===== config.mk =====
export PLATFORM = sky130hd
export DESIGN_NAME = dma_line_packer
export DESIGN_NICKNAME = d
export VERILOG_FILES = /design/src/rtl/dma_line_packer.sv
export SDC_FILE = /design/constraint.sdc
export NUM_CORES = 1
export LEC_CHECK = 0
export CAP_MARGIN = 5
export CORE_MARGIN = 8
export CORE_UTILIZATION = 25
export DETAILED_ROUTE_END_ITERATION = 10
export HOLD_SLACK_MARGIN = 0.15
export PLACE_DENSITY = 0.57
export SLEW_MARGIN = 5
export SYNTH_ARGS = -nofsm -noshare
export SYNTH_HDL_FRONTEND = slang
export SYNTH_SLANG_ARGS = --single-unit

===== constraint.sdc =====
create_clock -name clk -period 2.3 [get_ports clk]
set_input_delay 0.46 -clock clk [delete_from_list [all_inputs] [get_ports clk]]
set_output_delay 0.46 -clock clk [all_outputs]
set_load 0.1 [all_outputs]

===== src/rtl/dma_line_packer.sv =====
// Memory-to-host line packer: reads runs of words from the memory DMA port one
// request at a time and pushes every CL_WIDTH/WORD_WIDTH words as one cache line.
module dma_line_packer #(
    parameter int CL_WIDTH    = 512,
    parameter int WORD_WIDTH  = 32,
    parameter int ADDR_WIDTH  = 28,
    parameter int COUNT_WIDTH = 16
) (
    input  logic                   clk,
    input  logic                   rst,
    input  logic                   start,
    input  logic [ADDR_WIDTH-1:0]  base_addr,
    input  logic [COUNT_WIDTH-1:0] num_lines,
    output logic                   busy,
    output logic                   done,
    output logic                   mem_en,
    output logic                   mem_wr_en,
    output logic [ADDR_WIDTH-1:0]  mem_addr,
    input  logic [WORD_WIDTH-1:0]  mem_rd_data,
    input  logic                   mem_valid,
    input  logic                   full,
    output logic [CL_WIDTH-1:0]    wr_data,
    output logic                   wr_en
);

    localparam int WPL   = CL_WIDTH / WORD_WIDTH;
    localparam int IDX_W = (WPL > 1) ? $clog2(WPL) : 1;

    typedef enum logic [2:0] {S_IDLE, S_REQ, S_WAIT, S_PUSH, S_DONE} state_t;

    state_t                         state;
    state_t                         state_next;
    logic [IDX_W-1:0]               word_idx;
    logic [COUNT_WIDTH-1:0]         lines_left;
    logic [WPL-1:0][WORD_WIDTH-1:0] line_buf;
    logic                           last_word;

    assign last_word = (word_idx == IDX_W'(WPL - 1));
    assign wr_data   = line_buf;
    assign mem_wr_en = 1'b0;

    // NOTE: every output and next-state gets a default before the case, so no
    // path through this block can leave a latch behind.
    always_comb begin
        state_next = state;
        busy       = 1'b0;
        done       = 1'b0;
        mem_en     = 1'b0;
        wr_en      = 1'b0;
        case (state)
            S_IDLE: begin
                if (start) state_next = (num_lines != '0) ? S_REQ : S_DONE;
            end
            S_REQ: begin
                busy       = 1'b1;
                mem_en     = 1'b1;
                state_next = S_WAIT;
            end
            S_WAIT: begin
                busy = 1'b1;
                if (mem_valid) state_next = last_word ? S_PUSH : S_REQ;
            end
            S_PUSH: begin
                busy = 1'b1;
                if (!full) begin
                    wr_en      = 1'b1;
                    state_next = (lines_left == COUNT_WIDTH'(1)) ? S_DONE : S_REQ;
                end
            end
            S_DONE: begin
                done       = 1'b1;
                state_next = S_IDLE;
            end
            default: state_next = S_IDLE;
        endcase
    end

    // NOTE: the line buffer is cleared on reset along with the counters so a
    // partially packed line never leaks into a later transfer.
    always_ff @(posedge clk) begin
        if (rst) begin
            state      <= S_IDLE;
            mem_addr   <= '0;
            word_idx   <= '0;
            lines_left <= '0;
            line_buf   <= '0;
        end else begin
            state <= state_next;
            case (state)
                S_IDLE: begin
                    if (start && num_lines != '0) begin
                        mem_addr   <= base_addr;
                        word_idx   <= '0;
                        lines_left <= num_lines;
                    end
                end
                S_WAIT: begin
                    if (mem_valid) begin
                        line_buf[word_idx] <= mem_rd_data;
                        mem_addr           <= mem_addr + ADDR_WIDTH'(1);
                        if (!last_word) word_idx <= word_idx + IDX_W'(1);
                    end
                end
                S_PUSH: begin
                    if (!full) begin
                        lines_left <= lines_left - COUNT_WIDTH'(1);
                        word_idx   <= '0;
                    end
                end
                default: ;
            endcase
        end
    end

endmodule


# [Word level (Yosys, flattened, before mapping)]
# Cells that the tools add are included.
[totals] register_bits=563 out_inout_bits=545
[classes] add_sub_neg=3 n_lt_le_gt_ge=2 n_eq_ne=11 muxes=26 reduce_logical=13
[ops] op="$bwmux 512" count=1
[ops] op="$demux 32 s4" count=1
[ops] op="$mux 28" count=2
[ops] op="$pmux 28 s2" count=1
[ops] op="$mux 16" count=2
[ops] op="$mux 32" count=1
[ops] op="$pmux 16 s2" count=1
[ops] op="$add 28x1->28 const B" count=1
[ops] op="$eq 16x1->1 const B" count=1
[ops] op="$mux 4" count=4
[ops] op="$reduce_bool 16->1" count=1
[ops] op="$sub 16x1->16 const B" count=1
[ops] op="$mux 3" count=5
[ops] op="$pmux 3 s4" count=1
[ops] op="$pmux 4 s3" count=1
[ops] op="$ne 2x2->1 const B" count=5
[ops] op="$reduce_and 3->1" count=3
[ops] op="$eq 3x2->1 const B" count=2
[ops] op="$lt 4x5->1 const B" count=1
[ops] op="$mux 1" count=5
[ops] op="$reduce_and 5->1" count=1
[ops] op="$add 4x1->4 const B" count=1
[ops] op="$eq 4x4->1 const B" count=1
[ops] op="$ge 4x1->1 const B" count=1
[ops] op="9 further kinds" count=11

# [Depth between registers and ports, before layout]
# Gate-level depths: netlist of the first run.
[logic_depth] depth_word=5 depth_mapped=8

# [Worst setup path after synthesis of the first run]
# No wires, ideal clock.
[synth_timing] kind="register -> output" from="register state[0]" to="output mem_en" arrival_time_ps=2698 required_time_ps=1840 setup_slack_ps=-858 path_stages_with_launch=4 path_buffers=1 cell_sequence="dfxtp_1 -> buf_2 -> inv_1 -> nor3_1"
[synth_between] elab_chain_len=2
[synth_rtl] item="from (decl)" line="31" source="state_t state;"
[synth_rtl] item="from (signal assigned)" line="88" source="state <= state_next;"
[synth_rtl] item="$eq 3x1->1" line="50" source="case (state)"
[synth_rtl] item="$mux 1" line="50"
[synth_rtl] item="to (decl)" line="16" source="output logic mem_en,"
# No other way between the ends.

# [Worst setup path in the final report of the first run]
[layout_timing] from="register state[2]" to="output wr_en"
[layout_between] elab_chain_len=2
[layout_rtl] item="$eq 3x2->1" line="50"
[layout_rtl] item="$mux 1" line="50"
[layout_rtl] item="to (decl)" line="23" source="output logic wr_en"
# No other way between the ends.

==> impl_metrics.csv, run 1 <==
group,metric,value,unit
worst_setup_path,critPathLaunchType,"flop",
cells_and_area,final_common_cell,"nand2_1",
timing,hold_viol,0,
timing,max_freq,460,MHz
global_route,grt_max_degree,97,
power,power.total,23.3,mW
placement,routabilityCongestion,0.819,
route,vias_per_cell,4.64,
synthesis,ys_seq_area_share,53.4,%
worst_setup_path,critPathRequiredTime,1.84,ns
route,first_iter_violations,1506,
cells_and_area,drive_above_1_share,24.8,%
timing,finClkSkew,0.0263,ns
cts,hold_buffers,0,
synthesis,syn_inst,2779,
cells_and_area,final_util,36.0,%
placement,hpwlAfterDp,66600,µm
floorplan,coreArea,83700,µm²
route,remaining_drc_errors,0,
timing,tightest_slew,0.771,ns
synthesis,synthArstFlopShare,0,%
cts,htreeDepth,3,
cells_and_area,finalNonFillerCells,4520,
cts,clock-sinks,563,
run_status,outcome,"completed",
cts,cts_inserted_buffers,68,
route,ant_nets,0,
floorplan,die_h,307,µm
timing,slew_headroom,48.6,%
synthesis,syn_area,21100,µm²
run,max_cap_viol_count,0,
synthesis,ys.flop_type,"dfxtp_1",
timing,finalSetupViolations,0,
floorplan,initial_core_util,25.2,%
floorplan,die_area,94000,µm²
global_route,grt_usage,19.4,%
cts,cts_root_buffer,"clkbuf_16",
power,vdd_drop_max,0.000434,V
global_route,grt_pass1_wl,139000,µm
synthesis,yosys_warnings,0,
placement,dpl.cell_count,4396,
synthesis,synth_nets,2867,
cells_and_area,post-route-cell-area,30100,µm²
timing,setup_slack,0.128,ns
cts,clk_pin_slew,0.05,ns
global_route,gr-total-overflow,0,
synthesis,synth-edff-count,0,
cts,cts_tree,"yes",
global_route,grt_antenna_before_repair,2,
placement,pre_cts_ws,-0.525,ns
floorplan,pin_count,626,
cells_and_area,most-common-layout-cells,"nand2_1, buf_4, a21oi_1",
synthesis,synth.distinct_cells,56,
cts,clock_latency,0.60,ns
worst_setup_path,path_class,"flop to primary output",
global_route,grt_pass1_vias,19500,
floorplan,die_w,307,µm
cells_and_area,syn2layout_area_growth,42.7,%
power,p_per_area,772,nW/µm²
cts,clockBufferDepth,3,
worst_setup_path,arrival,1.71,ns
timing,post-route-period-util,94.4,%
timing,rsz0062_at_grt,"false",
route,first_pass_iters,5,
route,vias,21000,
placement,dpl_cell_area,27800,µm²
cells_and_area,fin_nets,3421,
worst_setup_path,crit_path_end_kind,"primary output",
route,wire_per_inst,21.5,µm
synthesis,synth.avg_cell_area,7.60,µm²
worst_setup_path,cp_max_fo,7,
timing,finalCriticalPeriod,2.17,ns
synthesis,synth_seq_cells,563,
placement,portBuffers,624,
floorplan,rows,106,
power,p_leak,11.5,nW
route,routed_wl,97000,µm
timing,maxSlewViolCount,0,
hold_path,hp-class,"input pin to flop",
-- cells in the mapped netlist, drive strengths merged (3+ instances only) --
cell	n	area share, %
a21oi	566	13
a21o	7	0.25
buf	53	1.4
nor3b	5	0.18
and3	8	0.24
nand4	10	0.30
o21a	4	0.14
and2	23	0.68
nor4	8	0.27
or3	3	0.089
clkbuf	220	3.9
o31ai	4	0.17
inv	10	0.18
a22o	5	0.21
ha	7	0.41
nand3	14	0.33
dfxtp	563	53
o32ai	9	0.37
o211ai	4	0.14
nand2	1099	20
a211oi	7	0.25
nand2b	3	0.089
a31oi	10	0.30
a2bb2oi	3	0.12
o31a	4	0.17
a31o	5	0.21
or4	6	0.23
or3b	3	0.12
and4	5	0.21
o21ai	38	0.90
nor3	21	0.50
nor2	31	0.55
-- critical path, cell delays in order (launching register included) --
cell and delay, ns:
dfxtp_1 0.37, buf_4 0.19, nand3b_1 0.23, nor2_4 0.14
buf_12 0.18
-- layout make-up --
cell class	instances	area, µm²
fillers	8729	53600
flip-flops and latches	563	11300
multi-input cells	1933	8740
repair buffers	757	6370
clock buffers	98	2000
well taps	1134	1420
clock inverters	24	278
inverters	10	37.5
diodes	1	2.50
-- state kept, by name (all words and copies together) (netlist names) --
signal,count
word_idx,4
wr_data,512
lines_left,16
mem_addr,28
state,3
-- stage by stage --
stage	hold WS (ns)	setup TNS (ns)
2_1_floorplan	0.448	0
3_3_place_gp	0.442	-25.06
3_5_place_dp	0.447	-27.97
4_1_cts	0.157	0
5_1_grt	0.162	0
6_report	0.188	0
-- report_power, final --
part	switching [mW]	internal, mW	leakage (nW)	total (mW)
logic	1.71	0.642	5.88	2.35
registers	0.134	9.88	4.55	10.0
clock network	4.38	6.52	1.12	10.9
-- final timing paths --
path / from / end / slack (ns) / cells after the start
worst max-delay path: state[2]$_SDFFE_PP0P_ / wr_en / 0.13 / 4
worst min-delay path: rst / wr_data[465]$_SDFFE_PP0P_ / 0.19 / 2
worst max register to register: lines_left[8]$_SDFFE_PP0P_ / lines_left[13]$_SDFFE_PP0P_ / 0.28 / 5
worst min register to register: wr_data[290]$_SDFFE_PP0P_ / wr_data[290]$_SDFFE_PP0P_ / 0.45 / 2
-- logic make-up (layout without fill, tap and decap cells) --
kind of cell | after synthesis | count (layout) | share of synthesized area, %
and+or+nand+nor | 1246 | 1246 | 23.6
AOI/OAI and AO/OA | 675 | 675 | 17.0
DFF | 563 | 563 | 53.4
buffers and inverters | 283 | 889 | 5.47
adders and majority gates | 7 | 7 | 0.415
xor gates and xnor gates | 2 | 2 | 0.0829
muxes | 2 | 2 | 0.0948
other | 1 | 2 | 0.0178
-- timing repair --
action | in CTS | in global routing
resized for setup | 2 | 2
setup endpoints to repair | 1 | 12
setup buffers | 0 | 1
-- routing by layer --
layer  track usage (%)  wire length, µm  vias to the layer above
li1                  -                -                    10200
met1              24.0            40300                     9987
met2              33.2            47100                      668
met3              4.58             6520                      150
met4              6.35             3030                        0
met5                 0                0                        -
(Power assumes the default switching activity.)
==> run 2, diff against run 1 <==
- REMOVE_ABC_BUFFERS: unset -> 1
==> run 2 against run 1 <==
Net effect:
- die area unchanged
- register-to-register slack worse by 0.05 ns
- critical endpoint unchanged
- fmax down 2.6%
- worst setup slack worse by 0.058 ns
- first-iteration DRC count up 5.8%
- via count up 0.71%
- clock-buffer cell count down 3
- critical path depth unchanged
==> impl_metrics.csv, run 2 (synthesis results as in run 1) <==
group,metric,value,unit
placement,routabilityCongestion,0.878,
route,remaining_drc_errors,0,
worst_setup_path,path_cells,"buf_4, nand3b_1, nor2_4, buf_12",
cells_and_area,final_util,36.3,%
placement,hpwlAfterDp,66700,µm
global_route,grt_pass1_wl,140000,µm
timing,maxSlewViolCount,0,
route,first_pass_iters,7,
global_route,grt_max_degree,55,
cts,clock-sinks,563,
cts,clock_latency,0.61,ns
worst_setup_path,slowest_stage,"dfxtp_2",
worst_setup_path,path_class,"flop to primary output",
cells_and_area,most-common-layout-cells,"nand2_1, buf_4, a21oi_1",
cts,htreeDepth,3,
placement,pre_cts_ws,-0.253,ns
route,first_iter_violations,1593,
timing,finalSetupViolations,0,
worst_setup_path,critPathBufInv,2,
worst_setup_path,arrival,1.77,ns
power,power_frac_seq,41.6,%
floorplan,pin_count,626,
cts,cts_inserted_buffers,67,
worst_setup_path,cp_max_fo,8,
floorplan,die_h,307,µm
floorplan,rows,106,
cts,clockBufferDepth,3,
power,power_frac_clock,48.0,%
timing,setup_slack,0.0696,ns
timing,post-route-period-util,97.0,%
worst_setup_path,worst_path_largest_cell_delay,0.36,ns
global_route,gr-total-overflow,0,
cts,clk_pin_slew,0.06,ns
global_route,grt_antenna_before_repair,7,
global_route,grt_pass1_vias,19700,
route,vias,21100,
timing,finClkSkew,0.0306,ns
route,routed_wl,98500,µm
timing,finalCriticalPeriod,2.23,ns
power,vdd_drop_max,0.000574,V
cells_and_area,drive_above_1_share,24.9,%
cts,cts_root_buffer,"clkbuf_16",
timing,hold_viol,0,
cells_and_area,final_common_cell,"nand2_1",
cts,cts_tree,"yes",
route,ant_nets,0,
timing,rsz0062_at_grt,"false",
cells_and_area,fin_nets,3426,
run,max_cap_viol_count,0,
cells_and_area,largest_register_ff_count,512,
worst_setup_path,critPathLaunchType,"flop",
power,combPwrFrac,10.4,%
cells_and_area,nFillCells,8709,
power,p_leak,11.7,nW
floorplan,die_area,94000,µm²
power,intPower,17.5,mW
timing,tightest_slew,0.801,ns
floorplan,coreArea,83700,µm²
power,p_switching,6.48,mW
placement,portBuffers,624,
power,p_sw_share,27.0,%
timing,max_freq,448,MHz
power,p_per_area,790,nW/µm²
cts,hold_buffers,0,
hold_path,hp-class,"input pin to flop",
global_route,grt_usage,19.8,%
cells_and_area,syn2layout_area_growth,43.9,%
worst_setup_path,cpLargestDelayFamily,"simple AND/OR/NAND/NOR gates",
floorplan,initial_core_util,25.2,%
worst_setup_path,crit_path_end_kind,"primary output",
route,wire_per_inst,21.8,µm
route,vias_per_cell,4.66,
timing,slew_headroom,46.6,%
run_status,outcome,"completed",
worst_setup_path,critPathRequiredTime,1.84,ns
floorplan,die_w,307,µm
run 2: area by class of cell:
class | instances | area, µm² | area share [%]
Sequential cell | 563 | 11300 | 37.1
Multi-Input combinational cell | 1933 | 8740 | 28.8
Timing Repair Buffer | 763 | 6510 | 21.4
Clock buffer | 95 | 1980 | 6.52
Tap cell | 1134 | 1420 | 4.67
Clock inverter | 27 | 424 | 1.40
Inverter | 10 | 37.5 | 0.123
Antenna cell | 3 | 7.51 | 0.0247
run 2: metal layers:
| layer | vias to the layer above | GRT usage [%] | wire [µm] |
|---|---|---|---|
| met1 | 9971 | 24.8 | 41400 |
| met3 | 158 | 5.92 | 7970 |
| met5 | - | 0 | 13 |
| met4 | 2 | 6.14 | 3250 |
| met2 | 801 | 32.6 | 45900 |
| li1 | 10200 | - | - |
run 2: what timing repair did:
| item | CTS | global route |
|---|---|---|
| endpoints found under the setup margin | 3 | 3 |
| buffers inserted | 0 | 1 |
| gates cloned | 0 | 0 |
| pin swaps | 0 | 0 |
| gates resized for setup | 4 | 4 |
run 2: final timing paths:
check                             startpoint                     endpoint  slack (ns)  cells after the start
hold / removal                           rst  lines_left[14]$_SDFFE_PP0P_        0.22                      2
setup reg to reg  lines_left[0]$_SDFFE_PP0P_  lines_left[14]$_SDFFE_PP0P_        0.23                      7
setup / recovery       state[2]$_SDFFE_PP0P_                        wr_en        0.07                      4
hold reg to reg    wr_data[235]$_SDFFE_PP0P_    wr_data[235]$_SDFFE_PP0P_        0.45                      2
run 2: stage by stage:
step | instances | total power, mW | setup TNS [ns] | hold WS [ns] | instance area (µm²)
after floorplan | 2506 | 11.4 | -113.18 | 0.441 | 20000
after global placement | 4402 | 12.7 | -32.55 | 0.442 | 27900
after detailed placement | 4402 | 12.7 | -45.24 | 0.447 | 27900
after CTS | 4524 | 24.3 | -0.0464 | 0.156 | 30400
after global routing | 4525 | 24.8 | 0 | 0.177 | 30400
final | 4528 | 24.0 | 0 | 0.216 | 30400
run 2: power by group through the flow:
stage	clock, mW	sequential [mW]	combinational, mW
2_1_floorplan	0	10.8	0.587
3_3_place_gp	0	10.2	2.50
3_5_place_dp	0	10.2	2.50
4_1_cts	11.8	10.0	2.50
5_1_grt	12.2	10.0	2.62
6_report	11.5	10.0	2.49
==> run 3, diff against run 2 <==
- ABC_AREA: unset -> 1
- CORE_ASPECT_RATIO: unset -> 0.7
- HOLD_SLACK_MARGIN: 0.15 -> 0.06
==> run 3 against run 2 <==
Net effect:
- design area fell by 0.86%
- via count rose by 2.1%
- sequential power barely moved
- sequential share of layout area rose by 0.31 points
- synthesized cell count rose by 5.5%
- first-iteration DRC count rose by 35%
- hold slack improved by 0.11 ns
- total power fell by 1.9%
- non-clock buffer count fell by 29
- combinational power rose by 54%
==> impl_metrics.csv, run 3 <==
group,metric,value,unit
run_status,outcome,"completed",
synthesis,yosys_warnings,0,
global_route,gr-total-overflow,0,
floorplan,initial_core_util,25.1,%
floorplan,die_area,96100,µm²
global_route,grt_usage,19.5,%
cells_and_area,most-common-layout-cells,"nor2_1, buf_4, dfxtp_1",
worst_setup_path,crit_path_end_kind,"primary output",
cts,cts_root_buffer,"clkbuf_16",
cts,cts_setup_buffers,0,
power,power.total,23.6,mW
timing,setup_slack,0.133,ns
floorplan,pin_count,626,
worst_setup_path,critPathLaunchType,"flop",
global_route,grt_max_degree,101,
timing,hold_viol,0,
hold_path,hp-start,"mem_rd_data[11]",
synthesis,synth_commonest_cells,"nor2_1, dfxtp_1, o21ai_0",
power,vdd_drop_max,0.000465,V
synthesis,synthMostInstantiatedCell,"nor2_1",
synthesis,synth.distinct_cells,39,
worst_setup_path,path_class,"flop to primary output",
floorplan,die_w,367,µm
route,wl_met2,42600,µm
synthesis,ys_seq_area_share,52.2,%
worst_setup_path,critPathRequiredTime,1.84,ns
synthesis,yosysTopAreaCell,"dfxtp_1",
worst_setup_path,cp_max_fo,4,
timing,finClkSkew,0.0214,ns
cts,cts_tree,"yes",
placement,pre_cts_ws,0.00548,ns
route,top_layer_used,"met4",
cells_and_area,largest_register_ff_count,512,
cells_and_area,syn2layout_area_growth,39.7,%
synthesis,synthTopCellsByArea,"dfxtp_1, nor2_1, o21ai_0, nand2_1, o21ai_1",
placement,routabilityCongestion,0.904,
cts,clock-sinks,563,
route,remaining_drc_errors,0,
cts,cts_resized,2,
route,wl_met3,9590,µm
floorplan,rows,90,
floorplan,coreArea,85800,µm²
global_route,grt_pass1_vias,20000,
placement,hpwlAfterDp,69600,µm
worst_setup_path,arrival,1.71,ns
placement,portBuffers,624,
route,first_pass_iters,5,
timing,maxSlewViolCount,0,
cells_and_area,drive_above_1_share,23.2,%
cts,clock_latency,0.62,ns
hold_path,hp-class,"input pin to flop",
run,max_cap_viol_count,0,
timing,max_freq,462,MHz
cells_and_area,nFillCells,9133,
route,first_iter_violations,2151,
cts,cts_inserted_buffers,57,
timing,finalSetupViolations,0,
global_route,grt_antenna_before_repair,12,
cts,htreeDepth,2,
route,ant_nets,0,
timing,post-route-period-util,94.2,%
power,p_leak,13.3,nW
cells_and_area,final_common_cell,"nor2_1",
timing,whs,0.325,ns
timing,rsz0062_at_grt,"false",
timing,tightest_slew,0.885,ns
cells_and_area,final_util,35.1,%
power,p_per_area,782,nW/µm²
timing,finalCriticalPeriod,2.17,ns
synthesis,synth-edff-count,0,
worst_setup_path,r2r_start,"state[2]$_SDFFE_PP0P_",
synthesis,yosys.area.top_type_share,52.2,%
synthesis,synthArstFlopShare,0,%
route,vias,21600,
route,routed_wl,99800,µm
route,vias_per_cell,4.57,
global_route,grt_pass1_wl,142000,µm
synthesis,ys.flop_type,"dfxtp_1",
route,wl_met1,45500,µm
cts,hold_buffers,0,
synthesis,syn_area,21600,µm²
route,wire_per_inst,21.2,µm
cells_and_area,fin_nets,3603,
synthesis,syn_inst,2932,
synthesis,synth_seq_cells,563,
worst_setup_path,cp-startpoint,"state[2]$_SDFFE_PP0P_",
timing,slew_headroom,41.0,%
synthesis,synth.avg_cell_area,7.36,µm²
cts,clockBufferDepth,3,
floorplan,die_h,262,µm
cts,clk_pin_slew,0.06,ns
run 3: routing by layer:
metal,up-vias,track usage [%]
met1,10100,27.9
met2,836,29.2
met5,-,0
li1,10500,-
met4,0,4.67
met3,119,5.10
run 3: per-stage QoR:
stage	area (µm²)	cells	TNS [ns]
floorplan	20600	2722	-2632.25
global placement	28200	4606	0
detailed placement	28200	4606	0
CTS	30100	4711	0
global route	30100	4711	0
finish	30100	4715	0
run 3: area by class of cell:
cell class	instances	area, µm²	area share [%]
antenna	4	10.0	0.0332
clock buffer	83	1670	5.56
clock inverter	22	203	0.673
inverter	67	260	0.864
multi-input combinational	2092	9070	30.1
sequential	563	11300	37.4
tap	1150	1440	4.78
timing repair buffer	734	6200	20.6
run 3: path summary, 6_finish.rpt:
check / end / slack (ns) / cells after the start
min reg2reg: lines_left[13]$_SDFFE_PP0P_ / 0.47 / 2
min: wr_data[267]$_SDFFE_PP0P_ / 0.33 / 3
max reg2reg: wr_data[375]$_SDFFE_PP0P_ / 0.30 / 10
max: wr_en / 0.13 / 6
run 3: worst max-delay path: stages (launching register included):
cell     delay [ns]
dfxtp_1        0.36
inv_2          0.09
nand2_2        0.12
inv_2          0.10
nand2_2        0.08
nor2_2         0.15
buf_12         0.19
run 3: cell families (layout without fill, tap and decap cells):
kind of cell	after synthesis	after routing	synth area share [%]
AO/OA/AOI/OAI	613	613	14.3
XOR/XNOR	5	5	0.203
adder cells (fa/ha/maj)	7	7	0.406
buffers and inverters	277	906	5.75
flip-flops	563	563	52.2
multiplexers	2	2	0.0928
other	1	5	0.0174
AND/OR/NAND/NOR	1464	1464	27.0
run 3: where the power goes:
group          total [mW]  internal [mW]  switching, mW  leakage (nW)
clock                9.47           5.28           4.18         0.929
sequential           10.3           9.98          0.291          4.54
combinational        3.83           1.01           2.82          7.82
